### config.mk
export PLATFORM = sky130hd
export DESIGN_NAME = display_dma_pixel_unpack
export DESIGN_NICKNAME = d
export VERILOG_FILES = /design/src/rtl/display_dma_pixel_unpack.sv
export SDC_FILE = /design/constraint.sdc
export NUM_CORES = 1
export LEC_CHECK = 0
export CAP_MARGIN = 0
export CELL_PAD_IN_SITES_DETAIL_PLACEMENT = 1
export CELL_PAD_IN_SITES_GLOBAL_PLACEMENT = 1
export CORE_MARGIN = 2
export CORE_UTILIZATION = 35
export CTS_BUF_LIST = sky130_fd_sc_hd__clkbuf_16
export CTS_CLUSTER_DIAMETER = 100
export DETAILED_ROUTE_END_ITERATION = 10
export PLACE_DENSITY = 0.81
export SLEW_MARGIN = 20
export SYNTH_ARGS = -nofsm -noshare
export SYNTH_HDL_FRONTEND = slang
export SYNTH_SLANG_ARGS = --single-unit
### constraint.sdc
create_clock -name clk -period 6.2 [get_ports clk]
set_input_delay 0.93 -clock clk [delete_from_list [all_inputs] [get_ports clk]]
set_output_delay 0.93 -clock clk [all_outputs]
set_load 0.01 [all_outputs]
### src/rtl/display_dma_pixel_unpack.sv
// display_dma_pixel_unpack
//   Unpacks 64-bit display DMA beats, each carrying two XRGB8888 pixels, into a
//   stream of 24-bit RGB pixels at one pixel per clock. Each pixel is tagged
//   with start/end-of-frame and start/end-of-line markers derived from
//   active-area x/y counters. Debug status words are kept for APB readback.
//
// Ports
//   clk, rst             display pixel clock; synchronous active-high reset
//   frame_restart        1-cycle pulse: flush both stages and zero x/y
//   display_dma_rdata    beat data: [31:0] pixel 0, [63:32] pixel 1 (byte 3 of each unused)
//   display_dma_rkeep    byte enables: [3:0] lane 0, [7:4] lane 1
//   display_dma_rvalid   beat valid
//   display_dma_rready   beat accepted when rvalid & rready
//   pix_data             {R,G,B}
//   pix_valid            pixel valid
//   pix_ready            downstream accepts when pix_valid & pix_ready
//   pix_sof/sol/eol/eof  position markers, qualified by pix_valid
//   status               {keep_err, 7'b0, y[11:0], x[11:0]} of the next pixel to load
//   uflow_cnt            saturating count of starved cycles inside a frame
module display_dma_pixel_unpack #(
  parameter int H_ACTIVE = 1280,
  parameter int V_ACTIVE = 720,
  parameter int UFLOW_W  = 16
) (
  input  logic               clk,
  input  logic               rst,
  input  logic               frame_restart,
  input  logic [63:0]        display_dma_rdata,
  input  logic [7:0]         display_dma_rkeep,
  input  logic               display_dma_rvalid,
  output logic               display_dma_rready,
  output logic [23:0]        pix_data,
  output logic               pix_valid,
  input  logic               pix_ready,
  output logic               pix_sof,
  output logic               pix_sol,
  output logic               pix_eol,
  output logic               pix_eof,
  output logic [31:0]        status,
  output logic [UFLOW_W-1:0] uflow_cnt
);

  localparam logic [11:0] X_LAST = 12'(H_ACTIVE - 1);
  localparam logic [11:0] Y_LAST = 12'(V_ACTIVE - 1);

  // A keep nibble is only meaningful as all-off or all-on.
  function automatic logic nib_bad(input logic [3:0] n);
    return (n != 4'h0) && (n != 4'hF);
  endfunction

  function automatic logic [UFLOW_W-1:0] sat_inc(input logic [UFLOW_W-1:0] v);
    return (&v) ? v : v + {{(UFLOW_W-1){1'b0}}, 1'b1};
  endfunction

  logic [23:0]        lane0_q, lane1_q;
  logic [1:0]         lane_vld_q, lane_vld_d;
  logic               keep_err_q;
  logic [11:0]        x_q, x_d, y_q, y_d;
  logic               pix_valid_q;
  logic [23:0]        pix_data_q;
  logic               sof_q, sol_q, eol_q, eof_q;
  logic [UFLOW_W-1:0] uflow_q;

  logic               beat_full, s2_load, move, last_lane, accept, beat_bad;
  logic [23:0]        lane_px;
  logic [1:0]         new_vld;
  logic               unused_bits;

  assign unused_bits = ^{display_dma_rdata[63:56], display_dma_rdata[31:24]};

  always_comb begin
    beat_full = |lane_vld_q;
    s2_load   = !pix_valid_q || pix_ready;
    move      = beat_full && s2_load;
    // Only one lane left means the beat register empties this cycle, so a new
    // beat can be taken in the same cycle for back-to-back throughput.
    last_lane = (lane_vld_q != 2'b11);
    lane_px   = lane_vld_q[0] ? lane0_q : lane1_q;

    display_dma_rready = !rst && !frame_restart && (!beat_full || (move && last_lane));
    accept   = display_dma_rvalid && display_dma_rready;
    new_vld  = {&display_dma_rkeep[7:4], &display_dma_rkeep[3:0]};
    beat_bad = nib_bad(display_dma_rkeep[7:4]) || nib_bad(display_dma_rkeep[3:0]);

    lane_vld_d = lane_vld_q;
    if (move) lane_vld_d = lane_vld_q[0] ? {lane_vld_q[1], 1'b0} : 2'b00;
    if (accept) lane_vld_d = new_vld;

    x_d = (x_q == X_LAST) ? 12'd0 : x_q + 12'd1;
    y_d = y_q;
    if (x_q == X_LAST) y_d = (y_q == Y_LAST) ? 12'd0 : y_q + 12'd1;
  end

  // ---- stage 1: beat register ----
  always_ff @(posedge clk) begin
    if (rst || frame_restart) lane_vld_q <= 2'b00;
    else                      lane_vld_q <= lane_vld_d;
  end

  always_ff @(posedge clk) begin
    if (accept) begin
      lane0_q <= display_dma_rdata[23:0];
      lane1_q <= display_dma_rdata[55:32];
    end
  end

  always_ff @(posedge clk) begin
    if (rst)                      keep_err_q <= 1'b0;
    else if (accept && beat_bad)  keep_err_q <= 1'b1;
  end

  // ---- stage 2: output register and position counters ----
  always_ff @(posedge clk) begin
    if (rst) begin
      pix_valid_q <= 1'b0;
      pix_data_q  <= 24'd0;
      {sof_q, sol_q, eol_q, eof_q} <= 4'b0;
      x_q <= 12'd0;
      y_q <= 12'd0;
    end else if (frame_restart) begin
      pix_valid_q <= 1'b0;
      {sof_q, sol_q, eol_q, eof_q} <= 4'b0;
      x_q <= 12'd0;
      y_q <= 12'd0;
    end else if (s2_load) begin
      pix_valid_q <= move;
      if (move) begin
        pix_data_q <= lane_px;
        sol_q <= (x_q == 12'd0);
        eol_q <= (x_q == X_LAST);
        sof_q <= (x_q == 12'd0) && (y_q == 12'd0);
        eof_q <= (x_q == X_LAST) && (y_q == Y_LAST);
        x_q   <= x_d;
        y_q   <= y_d;
      end
    end
  end

  // Starvation is only counted once the frame has started, i.e. away from
  // the origin where an idle link is expected.
  always_ff @(posedge clk) begin
    if (rst)
      uflow_q <= '0;
    else if (pix_ready && !pix_valid_q && !((x_q == 12'd0) && (y_q == 12'd0)))
      uflow_q <= sat_inc(uflow_q);
  end

  assign pix_valid = pix_valid_q;
  assign pix_data  = pix_data_q;
  assign pix_sof   = sof_q;
  assign pix_sol   = sol_q;
  assign pix_eol   = eol_q;
  assign pix_eof   = eof_q;
  assign status    = {keep_err_q, 7'b0, y_q, x_q};
  assign uflow_cnt = uflow_q;

endmodule

* Word-level counts from Yosys, hierarchy flattened *
Index checks and enable logic that the tools add are counted.

word-level totals
  flip-flop bits (word level) = 120
  input bits = 77
  output and inout bits = 78
  word-level logic and storage cells = 67

cells by class
  $add $sub $neg = 3
  eq/ne operators = 6
  mux-type cells = 6
  bitwise gates (word level) = 2
  reductions and logical operators = 36

operators with widths
  operator               count
  $add 12x1->12 const B  2
  $logic_not 12->1       2
  $mux 12                2
  $mux 24                1
  $add 16x1->16 const B  1
  $reduce_and 16->1      1
  $eq 12x10->1 const B   1
  $eq 12x11->1 const B   1
  $logic_and 1x1->1      12
  $ne 4x4->1 const B     2
  $reduce_and 4->1       2
  $reduce_bool 4->1      2
  $mux 2                 3
  $reduce_and 2->1       3
  $reduce_and 3->1       2
  $logic_not 1->1        5
  $logic_or 1x1->1       4
  $reduce_or 2->1        2
  $ne 2x1->1 const B     1
  $ne 2x2->1 const B     1
  $not 1->1              2
  $reduce_bool 2->1      1

* Longest topological paths before layout *
  word-level depth = 9
  gate-level depth with buffers = 9
  depth with buffers taken out = 7

* Worst setup path after synthesis *
Ideal clock, no wire load.

  path kind = input to register
  start = input rst
  end = register lane0_q[0] (enable)
  setup time = 0.527 ns
  arrival = 5.141 ns
  data required time = 5.673 ns
  path slack = 0.531 ns
  cell stages on the path = 4
  buffers on the path = 2
  path through = clkbuf_1 > or2_2 > clkbuf_1 > nor3b_1

between the ends
  longest elaborated chain between the ends = 4

ends and longest elaborated chain
  what                             RTL line  text
  from (decl)                      26        input logic rst,
  $logic_not 1->1                  80        display_dma_rready = !rst && !frame_restart && (!beat_full || (move && last_lane));
  $logic_and 1x1->1 (2 in series)  80
  $logic_and 1x1->1                81        accept = display_dma_rvalid && display_dma_rready;
  named net accept                 64        logic beat_full, s2_load, move, last_lane, accept, beat_bad;
  to (signal assigned)             102       lane0_q <= display_dma_rdata[23:0];
  to (decl)                        55        logic [23:0] lane0_q, lane1_q;

The timed path passes the listed nets, and every way through them passes these cells.
A chain may end at the register's enable or synchronous reset.

* Worst setup path after layout *
  start = input frame_restart
  end = output display_dma_rready

between the ends
  longest elaborated chain between the ends = 3

ends and longest elaborated chain
  what                             RTL line  text
  from (decl)                      27        input logic frame_restart,
  $logic_not 1->1                  80
  $logic_and 1x1->1 (2 in series)  80
  to (decl)                        31        output logic display_dma_rready,

Every way passes these cells.

==> results.md <==
- Mapped Avg Cell Area: 10.9 sq um
- DRC viols: 0
- Hold Buf Count CTS: 0
- WL final: 13.0 mm
- Post-synthesis sequential area ratio: 0.582
- IO Port Bufs: ~130
- Final Cycle Share: 0.572
- Pin count of the biggest net entering global routing: 51
- Die height: approximately 120 um
- DP HPWL: 9.08 mm
- Post-DR vias/cell: between 5 and 6
- TritonCTS Buffers: 17
- Leading area contributor after synthesis: dfxtp_1
- Worst vdd ir: 0.184 mV
- Final Max Tran Viols: 0
- Drt pass-1 iters: 5
- CTS tree: done
- Antenna-violating nets left: 0
- N_diodes: 0
- Setup crit end kind: output pin
- Vias in the first global route: 4231
- Clk sinks: 120
- CTS max path bufs: 2
- Routed WL per cell: 16.8 um
- Final GP Congestion: 0.881
- Sw Ratio: 0.220
- WL met2: around 6.4 mm
- I/O pins: 155
- Die Span X: 123 um
- Cell Pwr Density: 262 nW/um^2
- # resized after CTS: 0
- Yosys reg bits: 120
- Yosys warnings: 0
- Die ar.: 15100 sq um
- Overflow after GRT: 0
- Unique cell type count in the Yosys netlist: between 40 and 50
- Measured slew at the worst slew-check pin: 1.02 ns
- NumNets Final: 664
- LEAKAGE: 2.21 nW
- # setup viols final: 0
- H-tree depth: 4
- Vias: 4011
- Final core occ: 0.501
- Top cells by area, synth: dfxtp_1 29%, edfxtp_1 29%, nor2_1 4.9%, mux2i_1 4.8%, a211oi_1 3.8%
- Clock skew: 0.00511 ns
- Count leader, synth: dfxtp_1
- GRT Util Overall: 0.180
- RSZ-0062 raised after global routing: no
- Initial antenna violation count: 0
- CTS Root Cell: clkbuf_16
- Setup Fix Bufs, Post-CTS: 0
- Worst-Skew Late Latency: 0.41 ns
- Status: complete, no violations
- Synth-to-Final Area Change: 39.9%
- Clk pwr share: 0.505
- Power Internal: 1.42 mW
- Fmax: 0.282 GHz
- Synth cell count leaders: 72 x dfxtp_1, 65 x nor2_1, 48 x edfxtp_1, 25 x a211oi_1, 24 x mux2i_1
- Metal3 WL: 1.04 mm
- Post-synth top area share: 0.291
- Reg clk slew, reported paths: 0.06 ns
- Initial drt markers: 113
- Post-synth EDFFs: 48
- Critical path fanouts, max: 14
- CP arrival: 2.62 ns
- Seq pwr share: 0.459
- Sw power: between 0.3 and 0.4 mW
- Share of post-route cells with drive strength above 1: 0.0807
- Wl on met1: 5.40 mm
- Main synth FF type: dfxtp_1
- Highest Signal Layer: met4
- Max Cap Viol: 0
- Setup TNS: 0 ns
- Synth Cell Area: 4950 sq um
- CP Class: primary input to output pin
- Final Hold Slack: 0.466 ns
- HP Class: register to register
- Relative slew slack: 0.316
- Starting Density: 0.358
- First-pass GRT wire length: 21.0 mm
- Worst Setup Start Kind: primary input
- Placement Rows: 43
- Mapped Cells: 455
- Comb pwr share: 0.036
- Core area: roughly 14000 sq um
- WP data required: 5.27 ns
- Tmin final: 3.55 ns
- Fin. Hold Viols: 0
- Layout fillers: 1452
- Async SR Flop Fraction: 0
final cells by class:
cell class	count	area [sq um]	area share
Sequential cell	120	2880	0.416
Multi-Input combinational cell	301	1910	0.275
Timing Repair Buffer	134	1330	0.192
Clock buffer	17	425	0.0614
Tap cell	180	225	0.0325
Clock inverter	15	129	0.0186
Inverter	8	30.0	0.00433
path summary, 6_finish.rpt:
kind / slack, ns / endpoint / startpoint / depth (start not counted)
setup / recovery: 2.65 / display_dma_rready / frame_restart / 4
hold / removal: 0.47 / pix_eol / pix_eol / 2
hold reg to reg: 0.47 / pix_eol / pix_eol / 2
setup reg to reg: 2.97 / y_q[9] / lane_vld_q[0] / 5
through the flow:
stage               power, mW  worst slack (ns)  instances  area [sq um]
global placement        0.914              2.66        743          6380
detailed placement      0.918              2.65        743          6380
global route             1.88              2.54        775          6930
floorplan               0.874             0.531        461          4980
CTS                      1.84              2.63        775          6930
finish                   1.82              2.65        775          6930
logic make-up after synthesis:
logic type / after synthesis / synth area share
xor gates and xnor gates: 20 / 0.0354
AOI/OAI and AO/OA: 71 / 0.0957
DFF: 120 / 0.582
and+or+nand+nor: 172 / 0.179
muxes: 26 / 0.0546
other: 1 / 0.000757
buffers and inverters: 40 / 0.0397
adders and majority gates: 5 / 0.0126
per-layer routing:
metal / GRT usage / up-vias
li1: - / 1913
met1: 0.207 / 1945
met2: 0.302 / 134
met3: 0.0706 / 19
met4: 0.0690 / 0
met5: 0 / -
sequential cells by signal, indices dropped and copies added, names as in the netlist:
signal / count
pix_valid: 1
keep_err_q: 1
pix_data: 24
lane0_q: 24
pix_sof: 1
pix_sol: 1
lane1_q: 24
lane_vld_q: 2
x_q: 12
uflow_cnt: 16
y_q: 12
pix_eol: 1
pix_eof: 1
power by group through the flow:
stage / Clock, mW / Sequential [mW] / Combinational [mW]
6_report: 0.919 / 0.835 / 0.0653
5_1_grt: 0.970 / 0.836 / 0.0709
4_1_cts: 0.937 / 0.835 / 0.0663
3_5_place_dp: 0 / 0.852 / 0.0658
3_3_place_gp: 0 / 0.851 / 0.0636
2_1_floorplan: 0 / 0.852 / 0.0221
cells in the final DEF (no fill, tap or decap), drive strengths merged, types with 2 or more instances in the layout:
master,instances
and3,6
nor3,9
inv,10
a21oi,24
and2,5
xnor2,7
nand2b,2
edfxtp,48
nor2,65
xor2,13
dfxtp,72
nand2,19
ha,5
clkinv,9
nand3,15
o21ai,6
mux2i,24
or4,13
conb,7
clkinvlp,3
o31ai,11
or3,5
a211oi,25
clkbuf,17
buf,4
and4,6
nor2b,3
nor4,4
clkdlybuf4s50,130
nor3b,3
nand4,12
mux2,2
critical path, cell delays in order:
cell and delay (ns):
clkdlybuf4s50_1 0.49, or2_2 0.47, nor2_1 0.14, clkdlybuf4s50_1 0.58
Power figures use the tool's default switching activity.
